File: config.mk
export PLATFORM = sky130hd
export DESIGN_NAME = tone_player
export DESIGN_NICKNAME = d
export VERILOG_FILES = /design/src/rtl/tone_player.sv
export SDC_FILE = /design/constraint.sdc
export NUM_CORES = 1
export LEC_CHECK = 0
export BUFFER_PORTS_ARGS = -buffer_cell sky130_fd_sc_hd__buf_2
export CAP_MARGIN = 20
export CELL_PAD_IN_SITES_DETAIL_PLACEMENT = 0
export CELL_PAD_IN_SITES_GLOBAL_PLACEMENT = 1
export CORE_MARGIN = 2
export CORE_UTILIZATION = 32
export DETAILED_ROUTE_END_ITERATION = 12
export PLACE_DENSITY = 0.64
export RECOVER_POWER = 100
export SLEW_MARGIN = 20
export SYNTH_ARGS = -nofsm -noshare
export SYNTH_HDL_FRONTEND = slang
export SYNTH_SLANG_ARGS = --single-unit
File: constraint.sdc
create_clock -name clk -period 6.5 [get_ports clk]
set_clock_uncertainty 0.15 [all_clocks]
set_input_delay 0.975 -clock clk [delete_from_list [all_inputs] [get_ports clk]]
set_output_delay 0.975 -clock clk [all_outputs]
set_load 0.05 [all_outputs]
File: src/rtl/tone_player.sv
// Square-wave tone generator: plays a fixed-length note at 256*freq clocks per
// period for each accepted divider code, then stays silent for a fixed gap.
module tone_player #(
  parameter int unsigned DUR_CYCLES = 3000000,
  parameter int unsigned GAP_CYCLES = 600000
) (
  input  logic       clk,
  input  logic       nrst,
  input  logic [7:0] freq_i,
  output logic       spk_o,
  output logic       busy_o,
  output logic       note_done_o
);

  localparam int unsigned DW = (DUR_CYCLES > 1) ? $clog2(DUR_CYCLES) : 1;
  localparam int unsigned GW = (GAP_CYCLES > 1) ? $clog2(GAP_CYCLES) : 1;
  localparam logic [DW-1:0] DUR_LAST = DW'(DUR_CYCLES - 1);
  localparam logic [GW-1:0] GAP_LAST = GW'(GAP_CYCLES - 1);

  if (DUR_CYCLES < 1) begin : g_bad_dur
    $error("tone_player: DUR_CYCLES must be at least 1");
  end
  if (GAP_CYCLES < 1) begin : g_bad_gap
    $error("tone_player: GAP_CYCLES must be at least 1");
  end

  typedef enum logic [1:0] {
    IDLE = 2'd0,
    PLAY = 2'd1,
    GAP  = 2'd2
  } state_e;

  state_e         state_q,   state_d;
  logic [7:0]     note_q,    note_d;
  logic [7:0]     div_cnt_q, div_cnt_d;
  logic [7:0]     phase_q,   phase_d;
  logic [DW-1:0]  dur_cnt_q, dur_cnt_d;
  logic [GW-1:0]  gap_cnt_q, gap_cnt_d;
  logic           note_done;

  // NOTE: every signal written here gets a default first, so no path leaves
  // it unassigned and no latch is inferred.
  always_comb begin
    state_d   = state_q;
    note_d    = note_q;
    div_cnt_d = div_cnt_q;
    phase_d   = phase_q;
    dur_cnt_d = dur_cnt_q;
    gap_cnt_d = gap_cnt_q;
    note_done = 1'b0;

    unique case (state_q)
      IDLE: begin
        if (freq_i != 8'd0) begin
          state_d   = PLAY;
          note_d    = freq_i;
          div_cnt_d = 8'd0;
          phase_d   = 8'd0;
          dur_cnt_d = '0;
        end
      end

      PLAY: begin
        // One waveform step every note_q clocks; phase wraps naturally at 8 bits.
        if (div_cnt_q == note_q - 8'd1) begin
          div_cnt_d = 8'd0;
          phase_d   = phase_q + 8'd1;
        end else begin
          div_cnt_d = div_cnt_q + 8'd1;
        end

        if (dur_cnt_q == DUR_LAST) begin
          note_done = 1'b1;
          state_d   = GAP;
          gap_cnt_d = '0;
        end else begin
          dur_cnt_d = dur_cnt_q + DW'(1);
        end
      end

      GAP: begin
        if (gap_cnt_q == GAP_LAST) begin
          state_d = IDLE;
        end else begin
          gap_cnt_d = gap_cnt_q + GW'(1);
        end
      end

      default: state_d = IDLE;
    endcase
  end

  // NOTE: state registers use non-blocking assignments so every flop samples
  // the pre-edge values, independent of statement order.
  always_ff @(posedge clk) begin
    if (!nrst) begin
      state_q   <= IDLE;
      note_q    <= 8'd0;
      div_cnt_q <= 8'd0;
      phase_q   <= 8'd0;
      dur_cnt_q <= '0;
      gap_cnt_q <= '0;
    end else begin
      state_q   <= state_d;
      note_q    <= note_d;
      div_cnt_q <= div_cnt_d;
      phase_q   <= phase_d;
      dur_cnt_q <= dur_cnt_d;
      gap_cnt_q <= gap_cnt_d;
    end
  end

  assign spk_o       = (state_q == PLAY) ? phase_q[7] : 1'b0;
  assign busy_o      = (state_q != IDLE);
  assign note_done_o = note_done;

endmodule

## Word level (Yosys, flattened, before mapping)

Index checks and enable logic that the tools add are counted.

- Add/subtract/negate cells: 5
- $mul: 0
- Divide/modulo/power cells: 0
- $lt $le $gt $ge: 0
- Equal/unequal tests: 11
- Shifts and indexed selects: 0
- Mux-type cells: 18
- Bitwise operators: 0
- Reduce and logical (&&, ||, !) cells: 11

Operator list:

| operator | number |
|---|---|
| 22-bit 2-to-1 mux | 2 |
| 22-bit one-hot mux with 2 select lines | 1 |
| 20-bit 2-to-1 mux | 2 |
| 20-bit one-hot mux with 2 select lines | 1 |
| 8-bit one-hot mux with 2 select lines | 2 |
| 8-bit 2-to-1 mux | 3 |
| 22-bit by 1-bit adder with 22-bit output (second input constant) | 1 |
| 22-bit == test (second input constant) | 1 |
| 20-bit by 1-bit adder with 20-bit output (second input constant) | 1 |
| 20-bit == test (second input constant) | 1 |
| 8-bit by 1-bit adder with 8-bit output (second input constant) | 2 |
| 2-bit != test (second input constant) | 6 |
| 3-bit AND reduction | 4 |
| 8-bit == test | 1 |
| 8-bit nonzero test | 1 |
| 8-bit by 1-bit subtractor with 8-bit output (second input constant) | 1 |
| 2-bit 2-to-1 mux | 3 |
| 2-bit one-hot mux with 3 select lines | 1 |
| 2-bit nonzero test | 3 |
| 2-bit AND reduction | 2 |
| 1-bit 2-to-1 mux | 3 |
| 2-bit by 1-bit == test with 1-bit output (second input constant) | 1 |
| 2-bit == test (second input constant) | 1 |
| 2-bit zero test | 1 |

- Flip-flop bits (word level): 68
- Latch bits: 0
- Bits in writable memories: 0
- Bits in read-only memories: 0
- Input port bits: 10
- Memories: 0

## Logic depth before layout (Yosys ltp)

Gate-level depths: netlist of the first run.

- Word-level depth: 4
- Depth in mapped cells: 12

## Worst setup path before layout of the first run

OpenSTA, ideal clock, no wires.

- Kind: reg2out
- Start: register dur_cnt_q[6]
- End: output port note_done_o
- Arrival: 1653 ps
- Required time: 5375 ps
- Setup slack: 3722 ps
- Stages on the path, launching flop included: 5
- Buffers on the path: 0
- Cell sequence: dfxtp_1 -> or4b_1 -> nor4_2 -> nand4_2 -> inv_1

- Longest elaborated chain between the ends: 3

Ends and longest elaborated chain:

| item | RTL line | RTL |
|---|---|---|
| from (decl) | 37 | `logic [DW-1:0] dur_cnt_q, dur_cnt_d;` |
| from (signal assigned) | 108 | `dur_cnt_q <= dur_cnt_d;` |
| 22-bit == test | 72 | `if (dur_cnt_q == DUR_LAST) begin` |
| 1-bit 2-to-1 mux | 72 |  |
| 1-bit 2-to-1 mux | 52 | `unique case (state_q)` |
| to (decl) | 12 | `output logic note_done_o` |

No other way between the ends.

## Final worst setup path of the first run

- Start: register note_q[0]
- End: register phase_q[3]

- Longest elaborated chain between the ends: 4

Ends and longest elaborated chain:

| item | RTL line | RTL |
|---|---|---|
| from (decl) | 34 | `logic [7:0] note_q, note_d;` |
| from (signal assigned) | 105 | `note_q <= note_d;` |
| 8-bit by 1-bit subtractor with 8-bit output | 65 | `if (div_cnt_q == note_q - 8'd1) begin` |
| 8-bit == test | 65 |  |
| 2-bit != test (no line) | -- |  |
| 3-bit AND reduction (no line) | -- |  |
| to (signal assigned) | 107 | `phase_q <= phase_d;` |
| to (decl) | 36 | `logic [7:0] phase_q, phase_d;` |

No other way between the ends.
A chain may end at the register's enable or synchronous reset.

==> results of run 1 <==
kinds of logic after synthesis:
kind of cell	after synthesis
adder cells (fa/ha/maj)	5
flip-flops	68
AND/OR/NAND/NOR	217
XOR/XNOR	49
AO/OA/AOI/OAI	59
buffers and inverters	21
multiplexers	1
layout by cell type, fill, tap and decap left out, types with 3 or more instances in the layout:
cell type and instances:
and2_1 7, o21ai_0 8, or3_1 4, inv_1 5, and4_1 3, and3_1 13, xor2_1 32, dfxtp_1 68
a21oi_1 26, nand2_1 52, xnor2_1 17, clkinvlp_4 3, clkbuf_8 10, nand3_1 26, nor2_1 60, clkbuf_1 3
nand4_1 18, nor4_1 3, ha_1 5, nor3_1 8, buf_2 9, a31oi_1 4, nand4b_1 3, nor2b_1 6
area by class of cell:
| class | instances | area share [%] |
|---|---|---|
| Tap cell | 136 | 4.48 |
| Sequential cell | 68 | 35.9 |
| Timing Repair Buffer | 13 | 1.68 |
| Multi-Input combinational cell | 331 | 51.5 |
| Inverter | 5 | 0.495 |
| Clock buffer | 10 | 3.63 |
| Clock inverter | 6 | 2.31 |
per-layer routing:
metal  track usage (%)  wire (um)  part of all wire (%)
met1              18.9       3830                    50
met2              21.2       3420                    45
met3              3.39        198                   2.6
met4              5.59        133                   1.8
met5                 0          0                     0
critical path, stage by stage (launching register included):
cell       delay (ns)
dfxtp_1          0.49
inv_1            0.08
ha_1             0.33
xor2_1           0.18
nor2_1           0.10
a21oi_1          0.04
a2111oi_0        1.90
nand2_2          0.53
or4_1            0.62
a21oi_1          0.14
metrics by stage:
step	area (um^2)	instances	total power, mW	hold slack, ns	utilization, %
after floorplan	3430	420	0.492	0.298	-
after global placement	3590	553	0.510	0.306	34.7
after detailed placement	3590	553	0.510	0.317	34.7
after CTS	3820	569	0.911	0.330	36.8
after global routing	3790	569	0.934	0.367	36.6
final	3790	569	0.898	0.333	36.6
flip-flops by register name, indices dropped and copies added, names as in the netlist:
| name | count |
|---|---|
| div_cnt_q | 8 |
| dur_cnt_q | 22 |
| gap_cnt_q | 20 |
| note_q | 8 |
| phase_q | 8 |
| state_q | 2 |
how the worst min path moves through the flow:
stage,slack (ns),end
CTS,0.33,note_q[7]$_SDFFE_PN0P_
global placement,0.31,phase_q[3]$_SDFFE_PN0P_
detailed placement,0.32,note_q[7]$_SDFFE_PN0P_
floorplan,0.30,phase_q[3]$_SDFFE_PN0P_
global route,0.37,note_q[7]$_SDFFE_PN0P_
finish,0.33,note_q[7]$_SDFFE_PN0P_
where the power goes:
group | switching (mW) | total [mW] | internal (mW)
Sequential | 0.00916 | 0.431 | 0.422
Combinational | 0.0434 | 0.0659 | 0.0226
Clock | 0.175 | 0.401 | 0.226
Total | 0.227 | 0.898 | 0.671
==> flow_summary_export.csv, run 1 <==
group,metric,value,unit
outcome,status,"complete, but fails checks",
outcome,violations,"max-capacitance violations, max-slew violations",
floorplan,initial_core_util,33.0,%
critical_path,critPathKind,"flop to flop",
layout,seq_area,1360,um^2
yosys,syn_nets,435,
detailed_routing,finalWirelength,7580,um
critical_path,ff2ff_setup_slack,1.84,ns
cts,cts_resized,0,
cts,cts.sinks,68,
yosys,synth_seq_area_share,39.7,%
layout,areaGrowthSynthToFinish,10.7,%
grt,grt_pass1_vias,2674,
yosys,netlist_instances,420,
detailed_routing,viasPerCell,5.04,
cts,root_buffer,"clkbuf_8",
timing,drv_slew,9,
yosys,yosysMostFrequentCell,"dfxtp_1",
cts,clk_pin_slew,0.09,ns
yosys,synth-async-reset-ratio,0,%
run,maxCapViolations,1,
power,powerDensity,237,nW/um^2
timing,finalHoldViolCount,0,
yosys,synthTopCellsByArea,"dfxtp_1 40%, xor2_1 8.2%, nor2_1 6.6%, nand2_1 5.7%, xnor2_1 4.3%",
grt,antenna_found_initial,0,
critical_path,end_kind,"flop",
timing,fin_crit,4.66,ns
cts,holdBufCountCts,0,
critical_path,reg2reg_from,"note_q[0]$_SDFFE_PN0P_",
layout,nets,443,
detailed_routing,dr.pass1.iters,4,
placed_design,dp.final_hpwl,5200,um
cts,clock_latency,0.35,ns
placed_design,portBuffers,12,
yosys,ys_ff_latch,68,
timing,slew-limit-headroom,-64.5,%
cts,cts_tree,"done",
critical_path,startpoint_type,"flop",
grt,grt_first_pass_wirelength,12800,um
worst_hold_path,hold_start,"note_q[7]$_SDFFE_PN0P_",
placed_design,pre_cts_slack,3.33,ns
floorplan,placementRows,37,
layout,insertedDiodeCount,0,
critical_path,cp_max_fo,13,
layout,layout-drive-gt1-share,7.85,%
yosys,synth_top_area_cell,"dfxtp_1",
grt,grt.overflow.total,0,
cts,cts-buffers-inserted,9,
yosys,synth-compound-area-share,11.0,%
floorplan,core,10400,um^2
yosys,synth_top_area_share,39.7,%
detailed_routing,drt_iter0_markers,213,
floorplan,die_area,11600,um^2
grt,grt_max_degree,28,
power,max-vdd-ir-drop,0.0000850,V
floorplan,num_io_pins,13,
critical_path,r2r_end,"phase_q[3]$_SDFFE_PN0P_",
critical_path,cp.arrival,4.77,ns
detailed_routing,drtAntennaViolNets,0,
timing,finalSetupTns,0,ns
yosys,synth_enable_flop_cells,0,
cts,cts_buffer_depth,2,
timing,setup_ws,1.84,ns
layout,fillers,1098,
grt,gr-usage-all-layers,13.9,%
yosys,synth_top_family_by_area,"simple AND/OR/NAND/NOR gates",
timing,rsz0062_at_grt,"no",
detailed_routing,drc_errors,0,
yosys,synthAdderAreaFrac,1.83,%
yosys,yosys_most_used_dff,"dfxtp_1",
timing,worst_pin_slew,2.41,ns
yosys,ys_types,52,
timing,clock.fmax,0.215,GHz
worst_hold_path,whs_path_depth,2,
yosys,synthMuxAreaShare,0.292,%
critical_path,required,6.61,ns
placed_design,gp_congestion,0.769,
yosys,netlist_top_cells_count,"68 x dfxtp_1, 60 x nor2_1, 52 x nand2_1",
cts,cts_setup_buffers,0,
yosys,synth-simple-area-share,32.0,%
floorplan,die_width,107,um
worst_hold_path,hp-class,"flop to flop",
detailed_routing,num_vias,2870,
yosys,avgSynthCellArea,8.16,um^2
yosys,yosys.area_share.xor_xnor,12.5,%
yosys,ys_warn_count,0,
cts,cts_max_level,3,
yosys,syn_area,3430,um^2
critical_path,ff2ff_path_depth,9,
critical_path,critPathLaunch,"note_q[0]$_SDFFE_PN0P_",
power,leakage,1.34,nW
layout,multi_input_area,1960,um^2
critical_path,endpoint,"phase_q[3]$_SDFFE_PN0P_",
timing,final-setup-viol-count,0,
detailed_routing,wl_per_cell,13.3,um
floorplan,die_y,107,um
timing,post-route-period-util,71.7,%
(Power assumes the default switching activity.)
==> inputs of run 2 (changes only) <==
--- a/config.mk
+++ b/config.mk
@@ -5,6 +5,7 @@
 export SDC_FILE = /design/constraint.sdc
 export NUM_CORES = 1
 export LEC_CHECK = 0
+export ABC_AREA = 1
 export BUFFER_PORTS_ARGS = -buffer_cell sky130_fd_sc_hd__buf_2
 export CAP_MARGIN = 20
 export CELL_PAD_IN_SITES_DETAIL_PLACEMENT = 0
@@ -12,7 +13,7 @@
 export CORE_MARGIN = 2
 export CORE_UTILIZATION = 32
 export DETAILED_ROUTE_END_ITERATION = 12
-export PLACE_DENSITY = 0.64
+export PLACE_DENSITY = 0.67
 export RECOVER_POWER = 100
 export SLEW_MARGIN = 20
 export SYNTH_ARGS = -nofsm -noshare
==> constraint.sdc (replaced) <==
create_clock -name clk -period 4.9 [get_ports clk]
set_clock_uncertainty 0.15 [all_clocks]
set_input_delay 0.735 -clock clk [delete_from_list [all_inputs] [get_ports clk]]
set_output_delay 0.735 -clock clk [all_outputs]
set_load 0.05 [all_outputs]
==> flow_summary_export.csv, run 2 <==
group,metric,value,unit
yosys,synth-async-reset-ratio,0,%
detailed_routing,finalWirelength,11100,um
timing,finalSetupTns,0,ns
layout,top_regs,"dur_cnt_q (22), gap_cnt_q (20)",
cts,root_buffer,"clkbuf_16",
floorplan,die_area,13900,um^2
critical_path,critPathKind,"primary input to flop",
worst_hold_path,hp-class,"flop to flop",
yosys,netlist_instances,645,
grt,grt_pass1_vias,3978,
grt,grt_first_pass_wirelength,18900,um
cts,cts-buffers-inserted,9,
detailed_routing,wl_met2,5250,um
cts,clk_pin_slew,0.06,ns
timing,post-route-period-util,69.3,%
outcome,status,"finished, final reports clean",
placed_design,dp.final_hpwl,8030,um
cts,cts_resized,0,
cts,holdBufCountCts,0,
layout,final_cells,831,
detailed_routing,drc_errors,0,
detailed_routing,met3_length,458,um
power,powerDensity,281,nW/um^2
critical_path,startpoint_type,"primary input",
detailed_routing,num_vias,4078,
timing,slew-limit-headroom,36.0,%
run,maxCapViolations,0,
critical_path,crit_buf_inv,3,
power,share_clk_of_total_power,47.1,%
critical_path,crit_family,"buffers and inverters",
power,leakage,1.58,nW
yosys,synthTopCellsByArea,"dfxtp_1 33%, nand2_1 15%, nand3_1 7.7%, nor2_1 7.3%, a21oi_1 7.0%",
critical_path,cpMostUsedCell,"nand2_1",
critical_path,required,5.02,ns
grt,gr-usage-all-layers,16.6,%
yosys,synth_seq_area_share,32.8,%
layout,layout-drive-gt1-share,7.13,%
yosys,synth_top_area_share,32.8,%
detailed_routing,top_layer,"met4",
critical_path,critPathLaunch,"freq_i[2]",
power,p_seq_share,44.5,%
critical_path,slowest_stage,"clkbuf_1",
yosys,yosysMostFrequentCell,"nand2_1",
layout,largest_reg_flops,22,
floorplan,initial_core_util,32.9,%
layout,insertedDiodeCount,0,
timing,drv_slew,0,
detailed_routing,viasPerCell,4.91,
detailed_routing,wl_per_cell,13.3,um
power,netSwitchingPower,0.340,mW
grt,grt.overflow.total,0,
detailed_routing,drt-met1-wl,5230,um
grt,antenna_found_initial,0,
detailed_routing,drt_iter0_markers,317,
timing,finalHoldViolCount,0,
yosys,ys_types,36,
cts,cts_buffer_depth,2,
power,combPwrFrac,8.4,%
yosys,netlist_top_cells_count,"169 x nand2_1, 81 x nor2_1, 68 x dfxtp_1",
timing,worst_pin_slew,0.960,ns
yosys,synth_top_area_cell,"dfxtp_1",
yosys,ys_warn_count,0,
timing,rsz0062_at_grt,"no",
cts,cts.sinks,68,
placed_design,gp_congestion,0.845,
floorplan,core,12600,um^2
layout,final_common_cell,"nand2_1",
power,p_sw_share,26.4,%
timing,clock.fmax,0.294,GHz
cts,cts_setup_buffers,0,
yosys,syn_nets,660,
timing,fin_crit,3.40,ns
critical_path,worstPathCellList,"buf_2 > nor2_1 > nand2_1 > o21ai_0 > clkbuf_1 > nand2_1 > clkinvlp_2 > nand2_1 > a21oi_2",
floorplan,die_width,118,um
floorplan,placementRows,41,
power,p_int,0.948,mW
critical_path,end_kind,"flop",
yosys,avgSynthCellArea,6.43,um^2
grt,grt_max_degree,47,
yosys,yosys_most_used_dff,"dfxtp_1",
placed_design,dpl.cell_count,815,
placed_design,portBuffers,12,
cts,clock_latency,0.34,ns
layout,areaGrowthSynthToFinish,10.6,%
critical_path,cp.arrival,3.52,ns
layout,nets,669,
critical_path,cp_max_fo,23,
timing,final-setup-viol-count,0,
yosys,ys_ff_latch,68,
worst_hold_path,hold_start,"gap_cnt_q[18]$_SDFFE_PN0P_",
detailed_routing,dr.pass1.iters,4,
yosys,syn_area,4150,um^2
power,max-vdd-ir-drop,0.000160,V
cts,cts_max_level,3,
layout,final_cell_mix,"173 x nand2_1, 81 x nor2_1, 68 x dfxtp_1, 64 x nand3_1, 60 x inv_1",
critical_path,max_stage_delay,0.75,ns
yosys,synth_enable_flop_cells,0,
critical_path,reg2reg_from,"state_q[1]$_SDFFE_PN0P_",
detailed_routing,drtAntennaViolNets,0,
floorplan,num_io_pins,13,
layout,largest_register,"dur_cnt_q",
cts,cts_tree,"done",
floorplan,die_y,118,um
==> run 2: metrics by stage <==
stage	instance area [um^2]	setup slack (ns)	util [%]	power (mW)	hold slack, ns
2_1_floorplan	4150	2.37	-	0.668	0.293
3_3_place_gp	4350	2.42	34.5	0.698	0.306
3_5_place_dp	4350	2.37	34.5	0.699	0.313
4_1_cts	4620	2.05	36.6	1.31	0.321
5_1_grt	4590	1.11	36.4	1.34	0.335
6_report	4590	1.50	36.4	1.29	0.315
==> run 2: final timing paths <==
path	cells past startpoint	endpoint	slack [ns]
max reg2reg	8	dur_cnt_q[19]$_SDFFE_PN0P_	1.64
max	9	dur_cnt_q[19]$_SDFFE_PN0P_	1.50
min	2	gap_cnt_q[18]$_SDFFE_PN0P_	0.32
min reg2reg	2	gap_cnt_q[18]$_SDFFE_PN0P_	0.32
==> run 2: power groups by stage <==
stage | clock (mW) | combinational [mW] | sequential, mW
after floorplan | 0 | 0.0855 | 0.583
final | 0.606 | 0.108 | 0.573
after global placement | 0 | 0.112 | 0.585
after detailed placement | 0 | 0.114 | 0.586
after CTS | 0.623 | 0.114 | 0.574
after global routing | 0.642 | 0.126 | 0.575
==> run 2: kinds of logic (layout without fill, tap and decap cells) <==
family | after synthesis | after routing | share of synthesized area (%)
simple gates | 393 | 393 | 43.3
xor+xnor | 18 | 18 | 3.80
buf+inv | 80 | 94 | 8.11
flops | 68 | 68 | 32.8
fa+ha+maj | 5 | 5 | 1.51
compound gates | 81 | 81 | 10.5
==> run 2: cell type report <==
cell class                      instances  area [um^2]
Fill cell                            1411         8030
Multi-Input combinational cell        497         2430
Sequential cell                        68         1360
Clock buffer                           12          246
Inverter                               63          238
Tap cell                              172          215
Timing Repair Buffer                   15         72.6
Clock inverter                          4         25.0
==> run 2: routing by layer <==
metal	vias to the layer above	GRT usage (%)
met1	1858	21.1
met3	15	3.68
li1	2135	-
met2	70	28.0
met5	-	0
met4	0	5.42
==> run 2: worst register-to-register path: cells and delay by family, from the launching register on <==
kind | cells | cell delay (ns)
and+or+nand+nor | 4 | 1.09
DFF | 1 | 0.32
buffers and inverters | 3 | 1.49
AOI/OAI and AO/OA | 1 | 0.07
==> inputs of run 3 (changes only) <==
==> constraint.sdc (replaced) <==
create_clock -name clk -period 3.4 [get_ports clk]
set_clock_uncertainty 0.15 [all_clocks]
set_input_delay 0.51 -clock clk [delete_from_list [all_inputs] [get_ports clk]]
set_output_delay 0.51 -clock clk [all_outputs]
set_load 0.05 [all_outputs]
==> flow_summary_export.csv, run 3 (synthesized netlist as in run 2, its figures left out) <==
group,metric,value,unit
floorplan,initial_core_util,32.9,%
cts,holdBufCountCts,0,
timing,finalHoldViolCount,0,
layout,insertedDiodeCount,0,
cts,root_buffer,"clkbuf_16",
cts,clk_pin_slew,0.06,ns
placed_design,portBuffers,12,
critical_path,startpoint_type,"flop",
grt,grt_first_pass_wirelength,19100,um
timing,post-route-period-util,81.7,%
cts,cts-buffers-inserted,9,
layout,fillers,1403,
layout,nets,670,
grt,grt.overflow.total,0,
critical_path,ff2ff_setup_slack,0.72,ns
cts,cts_max_level,3,
power,max-vdd-ir-drop,0.000237,V
grt,gr-usage-all-layers,16.9,%
power,powerDensity,449,nW/um^2
cts,cts_resized,0,
floorplan,core,12600,um^2
timing,clock.fmax,0.360,GHz
floorplan,num_io_pins,13,
placed_design,dp.final_hpwl,8050,um
outcome,status,"finished, final reports clean",
detailed_routing,finalWirelength,11300,um
run,maxCapViolations,0,
timing,worst_pin_slew,1.08,ns
detailed_routing,wl_per_cell,13.6,um
cts,cts_tree,"done",
detailed_routing,drtAntennaViolNets,0,
layout,largest_register,"dur_cnt_q",
layout,final_common_cell,"nand2_1",
critical_path,required,2.74,ns
timing,whs,0.281,ns
floorplan,die_area,13900,um^2
grt,antenna_found_initial,0,
timing,drv_slew,0,
layout,final_cell_mix,"171 x nand2_1, 82 x nor2_1, 68 x dfxtp_1, 64 x nand3_1",
placed_design,dpl-instance-area,4360,um^2
critical_path,crit_family,"simple AND/OR/NAND/NOR gates",
layout,multi_input_area,2430,um^2
critical_path,cpMostUsedCell,"nor2_1",
cts,cts_buffer_depth,2,
floorplan,die_width,118,um
critical_path,slowest_stage,"dfxtp_1",
critical_path,critPathKind,"flop to output pin",
grt,grt_max_degree,47,
cts,cts_setup_buffers,0,
timing,finalSetupTns,0,ns
grt,grt_pass1_vias,3855,
layout,layout-drive-gt1-share,7.88,%
power,leakage,1.64,nW
placed_design,gp_congestion,0.866,
layout,areaGrowthSynthToFinish,12.8,%
layout,finalInstanceArea,4680,um^2
critical_path,end_kind,"output pin",
detailed_routing,drt_iter0_markers,248,
layout,top_regs,"dur_cnt_q (22), gap_cnt_q (20)",
critical_path,max_stage_delay,0.43,ns
cts,clock_latency,0.35,ns
detailed_routing,viasPerCell,4.95,
worst_hold_path,hp-class,"primary input to flop",
layout,largest_reg_flops,22,
critical_path,crit_buf_inv,1,
timing,slew-limit-headroom,28.0,%
timing,fin_crit,2.78,ns
layout,seq_area,1360,um^2
detailed_routing,num_vias,4120,
timing,rsz0062_at_grt,"no",
floorplan,placementRows,41,
cts,cts.sinks,68,
detailed_routing,drc_errors,0,
detailed_routing,dr.pass1.iters,4,
critical_path,worstPathCellList,"ha_1 > nand3_4 > nor2_1 > nand2_1 > nor2_1 > buf_2",
power,finalPower,2.10,mW
critical_path,cp.arrival,2.12,ns
critical_path,cp_max_fo,7,
floorplan,die_y,118,um
timing,final-setup-viol-count,0,
==> run 3: final cells by class <==
type | instances | area share [%]
clock buffers | 10 | 5.11
multi-input cells | 497 | 51.9
clock inverters | 6 | 2.38
well taps | 172 | 4.60
inverters | 63 | 5.16
repair buffers | 16 | 1.77
flip-flops and latches | 68 | 29.1
==> run 3: final timing paths <==
kind,end,cells after the start,from
worst min-delay path,note_q[7]$_SDFFE_PN0P_,2,freq_i[7]
worst max register to register,gap_cnt_q[5]$_SDFFE_PN0P_,10,dur_cnt_q[0]$_SDFFE_PN0P_
worst max-delay path,note_done_o,6,dur_cnt_q[0]$_SDFFE_PN0P_
worst min register to register,gap_cnt_q[18]$_SDFFE_PN0P_,2,gap_cnt_q[18]$_SDFFE_PN0P_
==> run 3: report_power, final <==
| group | switching [mW] | internal (mW) |
|---|---|---|
| logic | 0.118 | 0.0453 |
| clock network | 0.376 | 0.736 |
| registers | 0.0150 | 0.811 |
| total | 0.509 | 1.59 |
==> run 3: stage by stage <==
step	setup slack (ns)	std cells	util, %
2_1_floorplan	1.10	645	-
3_3_place_gp	1.13	816	34.5
3_5_place_dp	1.09	816	34.5
4_1_cts	0.806	832	37.3
5_1_grt	0.384	832	37.1
6_report	0.621	832	37.1
==> run 3: layer usage <==
metal	part of all wire [%]	global-route usage, %	vias up
li1	-	-	2145
met3	3.3	2.71	16
met2	46	27.4	74
met4	2.2	7.53	0
met5	0	0	-
met1	48	22.0	1885
